**config.mk**
```make
export PLATFORM = sky130hd
export DESIGN_NAME = timer_arbiter
export DESIGN_NICKNAME = d
export VERILOG_FILES = /design/src/rtl/timer_arbiter.sv
export SDC_FILE = /design/constraint.sdc
export NUM_CORES = 1
export LEC_CHECK = 0
export BUFFER_PORTS_ARGS = -buffer_cell sky130_fd_sc_hd__buf_4
export CORE_AREA = 2 2 57 112
export CTS_CLUSTER_DIAMETER = 100
export DETAILED_ROUTE_END_ITERATION = 10
export DIE_AREA = 0 0 59 114
export GPL_ROUTABILITY_DRIVEN = 0
export PLACE_DENSITY_LB_ADDON = 0.25
export REMOVE_ABC_BUFFERS = 1
export SLEW_MARGIN = 25
export SYNTH_ARGS = -nofsm -noshare
export SYNTH_HDL_FRONTEND = slang
export SYNTH_SLANG_ARGS = --single-unit
```
**constraint.sdc**
```tcl
create_clock -name clk -period 3.08 [get_ports clk]
set_clock_uncertainty 0.2 [all_clocks]
set_input_delay 0.616 -clock clk [delete_from_list [all_inputs] [get_ports clk]]
set_output_delay 0.616 -clock clk [all_outputs]
set_load 0.01 [all_outputs]
```
**src/rtl/timer_arbiter.sv**
```systemverilog
// Round-robin owner selection for one shared counter16 timeout counter.
// Grants the counter, clears it, runs it to the owner's limit, then pulses done.
module timer_arbiter #(
  parameter int NREQ   = 3,
  parameter int SATMAX = 5001
) (
  input  logic                 clk,
  input  logic                 reset,
  input  logic [NREQ-1:0]      req,
  input  logic [16*NREQ-1:0]   req_limit,
  input  logic [15:0]          count,
  input  logic                 overflow,
  output logic                 cnt_clr,
  output logic                 cnt_en,
  output logic [NREQ-1:0]      grant,
  output logic [NREQ-1:0]      done,
  output logic                 saturated,
  output logic                 busy
);

  localparam int          PW    = (NREQ > 1) ? $clog2(NREQ) : 1;
  localparam logic [15:0] SAT16 = 16'(SATMAX);

  typedef enum logic [1:0] {
    S_IDLE,
    S_CLEAR,
    S_RUN,
    S_DONE
  } state_t;

  state_t            r_state;
  logic [PW-1:0]     r_ptr;
  logic [PW-1:0]     r_owner;
  logic [15:0]       r_lim;
  logic              r_cnt_clr;
  logic [NREQ-1:0]   r_grant;
  logic [NREQ-1:0]   r_done;
  logic              r_saturated;

  logic              w_found;
  logic [PW-1:0]     w_winner;
  logic [15:0]       w_raw_limit;
  logic [15:0]       w_win_limit;
  logic              w_owner_req;
  logic [PW-1:0]     w_next_ptr;

  // Search starts at r_ptr and wraps, so the first pending index found wins.
  always_comb begin
    int idx;
    // NOTE: every combinational output gets a default first so no path leaves
    // it unassigned, which would otherwise infer a latch.
    w_found  = 1'b0;
    w_winner = '0;
    idx      = 0;
    for (int k = 0; k < NREQ; k++) begin
      idx = int'(r_ptr) + k;
      if (idx >= NREQ) begin
        idx = idx - NREQ;
      end
      if (!w_found && req[idx]) begin
        w_found  = 1'b1;
        w_winner = PW'(idx);
      end
    end
  end

  assign w_raw_limit = req_limit[16*int'(w_winner) +: 16];
  assign w_win_limit = (w_raw_limit > SAT16) ? SAT16 : w_raw_limit;
  assign w_owner_req = req[r_owner];
  assign w_next_ptr  = (r_owner == PW'(NREQ - 1)) ? '0 : r_owner + PW'(1);

  // The counter is enabled only while running and stops exactly at the limit.
  assign cnt_en    = (r_state == S_RUN) && (count != r_lim) && !overflow;
  assign busy      = (r_state != S_IDLE);
  assign cnt_clr   = r_cnt_clr;
  assign grant     = r_grant;
  assign done      = r_done;
  assign saturated = r_saturated;

  // NOTE: state is updated with non-blocking assignments so every register
  // samples the pre-edge values, independent of statement order.
  always_ff @(posedge clk or posedge reset) begin
    if (reset) begin
      r_state     <= S_IDLE;
      r_ptr       <= '0;
      r_owner     <= '0;
      r_lim       <= '0;
      r_cnt_clr   <= 1'b0;
      r_grant     <= '0;
      r_done      <= '0;
      r_saturated <= 1'b0;
    end else begin
      case (r_state)
        S_IDLE: begin
          if (w_found) begin
            r_grant   <= NREQ'(1) << w_winner;
            r_owner   <= w_winner;
            r_lim     <= w_win_limit;
            r_cnt_clr <= 1'b1;
            r_state   <= S_CLEAR;
          end
        end
        S_CLEAR: begin
          r_cnt_clr <= 1'b0;
          if (!w_owner_req) begin
            r_grant <= '0;
            r_state <= S_IDLE;
          end else begin
            r_state <= S_RUN;
          end
        end
        S_RUN: begin
          // An abort wins over a same-cycle completion: no done for a dropped request.
          if (!w_owner_req) begin
            r_grant <= '0;
            r_ptr   <= w_next_ptr;
            r_state <= S_IDLE;
          end else if ((count == r_lim) || overflow) begin
            r_done      <= r_grant;
            r_saturated <= overflow;
            r_ptr       <= w_next_ptr;
            r_state     <= S_DONE;
          end
        end
        S_DONE: begin
          r_grant     <= '0;
          r_done      <= '0;
          r_saturated <= 1'b0;
          r_state     <= S_IDLE;
        end
        default: begin
          r_state <= S_IDLE;
        end
      endcase
    end
  end

endmodule

```
Word-level counts from Yosys, hierarchy flattened:

Cells that the tools add are included.

* flip-flop bits (word level): 30

* shift operators: 2
* equality and inequality tests: 12
* muxes and demuxes: 40
* add/sub/neg operators: 6
* reduce and logical (&&, ||, !) cells: 19
* magnitude comparators: 8

Operators with widths (count)
* 32-bit by 4-bit less-than comparator with 1-bit output (second input constant): 3
* 32-bit two-way mux: 3
* 48-bit by 7-bit variable part select with 16-bit output: 1
* 2-bit two-way mux: 10
* 16-bit == test: 1
* 16-bit by 13-bit greater-than comparator with 1-bit output (second input constant): 1
* 16-bit two-way mux: 1
* 16-bit != test: 1
* 1-bit two-way mux: 13
* 3-bit two-way mux: 4
* 2-bit AND reduction: 5
* 3-bit one-hot mux with 3 select lines: 1
* 1-bit binary-select mux with 2-bit select: 4
* 2-bit one-hot mux with 4 select lines: 1
* 3-bit by 2-bit subtractor with 4-bit output (second input constant): 2
* 2-bit == test (second input constant): 3
* 3-bit by 2-bit greater-or-equal comparator with 1-bit output (second input constant): 2
* 2-bit != test (second input constant): 3
* 3-bit one-hot mux with 2 select lines: 1
* 2-bit nonzero test: 3
* 1-bit logical AND: 4
* 2-bit by 1-bit != test with 1-bit output (second input constant): 2
* 1-bit one-hot mux with 2 select lines: 2
* 2-bit by 1-bit adder with 3-bit output (second input constant): 1
* 13 further kinds: 15

Logic depth before layout (Yosys ltp):

* depth in word-level cells: 15
* mapped depth: 14
* gate-level depth less buffers: 11

Least setup slack after synthesis:

Ideal clock, no wire load.

* path kind: reg2reg
* start: register r_ptr[0]
* end: register r_lim[12]
* setup time: 0.126 ns
* arrival: 2.871 ns
* cell stages (with the launch flop): 13
* data required time: 2.754 ns
* period minus slack after synthesis: 3.197 ns
* slack: -0.117 ns
* path buffers: 1
* cells stage by stage: dfrtp_1 inv_1 ha_1 buf_4 nand3b_1 nor2_2 o22ai_4 or4_1 o31ai_1 o211ai_2 nor4_2 a21oi_2 a221o_1

* longest elaborated chain between the ends: 15
* elaborated cells between the ends (all ways): 34

RTL lines
* from (decl): line 32 `logic [PW-1:0] r_ptr;`
* from (signal assigned): line 116 `r_ptr <= w_next_ptr;`
* from (signal assigned): line 121 `r_ptr <= w_next_ptr;`
* parallel branches: the longest is 15 deep, another holds 3-bit by 2-bit subtractor with 4-bit output
* to (signal assigned): line 98 `r_lim <= w_win_limit;`
* to (decl): line 34 `logic [15:0] r_lim;`

Several ways; the timed one is not identified. The select of a mux whose other input is x is not followed.
A chain may end at the register's enable or synchronous reset.

Worst setup path after layout:

Same ends and word-level chain as after synthesis.

==> results.cfg <==
[cts]
ctsHtreeMaxLevel = 2
cts_tree = yes
root_buffer = clkbuf_16
clock_path_buffers = 2
cts_buffers = 5
path_clk_slew_ns = 0.05
hold_buffers = 0
clk_latency_ns = 0.27
cts_sinks = 30

[power_and_ir_drop]
powerDensity_nw_per_um2 = 1070
peakVddDrop_uv = 681
p_leak_nw = 1.78
p_total_mw = 4.28

[synthesis]
synth-seq-cells = 30
synth_edf_count = 0
synth_warnings = 0
synth_ff_type = dfrtp_1
syn_inst = 276
synth_area_leaders = dfrtp_1 (31%), mux2i_1 (7.4%), xnor2_1 (5.8%), a21oi_1 (4.8%), o21ai_0 (4.8%)
synth_top_area_share_pct = 31.0
synth_commonest_cells = dfrtp_1 (30), a21oi_1 (23), o21ai_0 (23), nor2_1 (21)
synth-seq-area-share_pct = 31.0
synth_area_leader_cell = dfrtp_1
synth_async_sr_flop_share_pct = 100
syn_avg_cell_area_um2 = 8.77
synthDistinctLibCells = 58
yosysMostFrequentCell = dfrtp_1
netlist_area_um2 = 2420

[critical_path]
crit_top_cell = buf_6
rr_startpoint = r_ptr[0]
worstSetupPathType = register to register
crit_chain = inv_2 > ha_4 > buf_6 > o41ai_4 > o221ai_4 > buf_4 > buf_6 > a21oi_1 > a31oi_2 > a211oi_2 > o21ai_2 > a21o_2 > a221o_1
worst_path_max_delay_cell = dfrtp_2
arrival_ns = 3.16
critPathCaptureType = register
cp.required_ns = 3.04
cp-start-kind = register
max_stage_delay_ns = 0.44
r2r_end = r_lim[12]
cp_max_fo = 7
ff2ff_path_depth = 13
r2r_setup_slack_ns = -0.12

[timing]
finalHoldViolCount = 0
tightest_slew_ns = 0.539
period_share_pct = 104
layout_setup_ws_ns = -0.124
drv_slew = 0
period_minus_slack_ns = 3.20
finalSetupTns_ns = -0.797
fmax_mhz = 312
grt_setup_unrepaired = yes
setup_viol = 12
maxSlewHeadroom_pct = 64.1

[detailed_routing]
viasPerCell = 5.57
wl_um = 7750
drt_pass1_iterations = 4
wire_per_inst_um = 16.4
drc = 0
num_vias = 2635
drt_iter0_drc = 123
antenna_left = 0

[final_layout]
multi_input_area_um2 = 1850
drive_gt1_share_pct = 50.7
nFillCells = 444
stdcell_count = 473
areaGrowthSynthToFinish_pct = 65.8
finish.instance_area_um2 = 4010
seq_area_um2 = 753
fin_nets = 488
num_antenna_cells = 0

[run]
max-cap-violations = 0

[floorplanning]
ioPinCount = 80
die_x_um = 59
dieArea_um2 = 6730
fp.coreArea_um2 = 5910
die_y_um = 114
core.rowCount = 40
start_util_pct = 41.0

[placed_design]
io_buffers = 79
placedCellCount = 443
place.detailed.hpwl_um = 5210
placed_cell_area_um2 = 3340

[global_routing]
grt_antenna_before_repair = 0
grt_pass1_wl_um = 11600
grt_use_total_pct = 22.1
grt_pass1_vias = 2583
gr-total-overflow = 0
grt_max_degree = 34

[outcome]
outcome = complete, but fails checks
violations = setup timing

[min_path]
hp-class = input pin to async pin
-- critical path: cells and delay by family, from the launching register on --
family	cells	cell delay, ns
adders and majority gates	1	0.21
AOI/OAI and AO/OA	8	1.70
buffers and inverters	4	0.53
DFF	1	0.44
-- routing by layer --
metal	GRT usage, %	share of wire [%]
met3	3.51	5.0
met5	0	0
met2	39.0	54
met4	8.79	3.2
met1	25.8	37
-- flip-flops by register name (all words and copies together), names as in the netlist --
| name | flops |
|---|---|
| r_state | 2 |
| r_ptr | 2 |
| cnt_clr | 1 |
| grant | 3 |
| saturated | 1 |
| r_lim | 16 |
| done | 3 |
| r_owner | 2 |
-- metrics by stage --
stage                     hold WS, ns  setup slack [ns]  util (%)
after CTS                       0.237           -0.0751      65.8
after detailed placement        0.295            -0.329      56.6
after global routing            0.251            -0.253      67.9
after floorplan                 0.270            -0.558         -
after global placement          0.291            -0.248      56.6
final                           0.220            -0.124      67.9
-- layout make-up --
| type | count | area share, % |
|---|---|---|
| clock inverter | 3 | 0.998 |
| clock buffer | 5 | 3.12 |
| inverter | 12 | 1.18 |
| multi-input combinational | 221 | 46.1 |
| sequential | 30 | 18.8 |
| tap | 63 | 1.96 |
| timing repair buffer | 139 | 27.8 |
-- cells in the final DEF, fill, tap and decap left out, drive strengths merged, types with 3 or more instances in the layout --
cell type	count
a211oi	9
a21o	4
a21oi	24
a31oi	5
and2	5
buf	139
clkbuf	5
dfrtp	30
ha	9
inv	12
mux2	3
mux2i	20
nand2	19
nand2b	5
nand3	7
nand4	4
nor2	23
nor2b	3
nor3	7
nor4	3
o21ai	25
o22ai	4
o31ai	4
xnor2	16
-- timing repair --
item | CTS | global route
pin swaps | 21 | 19
setup buffers | 17 | 4
gates cloned | 1 | 0
resized for setup | 53 | 20
setup endpoints to repair | 13 | 13
-- worst max path at each step --
stage                         from   endpoint  slack, ns  cells after the start
final                     r_ptr[0]  r_lim[12]      -0.12                     13
after CTS                 r_ptr[0]  r_lim[12]      -0.08                     11
after global routing      r_ptr[0]   r_lim[1]      -0.25                     14
after global placement    r_ptr[0]  r_lim[12]      -0.25                     11
after floorplan           r_ptr[1]  r_lim[12]      -0.56                     11
after detailed placement  r_ptr[0]   r_lim[6]      -0.33                     12
-- power by group --
group,internal [mW],total (mW),switching [mW]
registers,0.535,0.650,0.115
logic,1.57,3.08,1.51
clock network,0.378,0.550,0.172
-- cells by family (layout without fill, tap and decap cells) --
family / after synthesis / after routing / share of synthesized area [%]
AO/OA/AOI/OAI: 86 / 87 / 24.6
XOR/XNOR: 16 / 16 / 5.79
adder cells (fa/ha/maj): 9 / 9 / 4.65
buffers and inverters: 26 / 159 / 5.02
flip-flops: 30 / 30 / 31.0
multiplexers: 23 / 23 / 10.1
AND/OR/NAND/NOR: 86 / 86 / 18.8
Power figures use the tool's default switching activity.
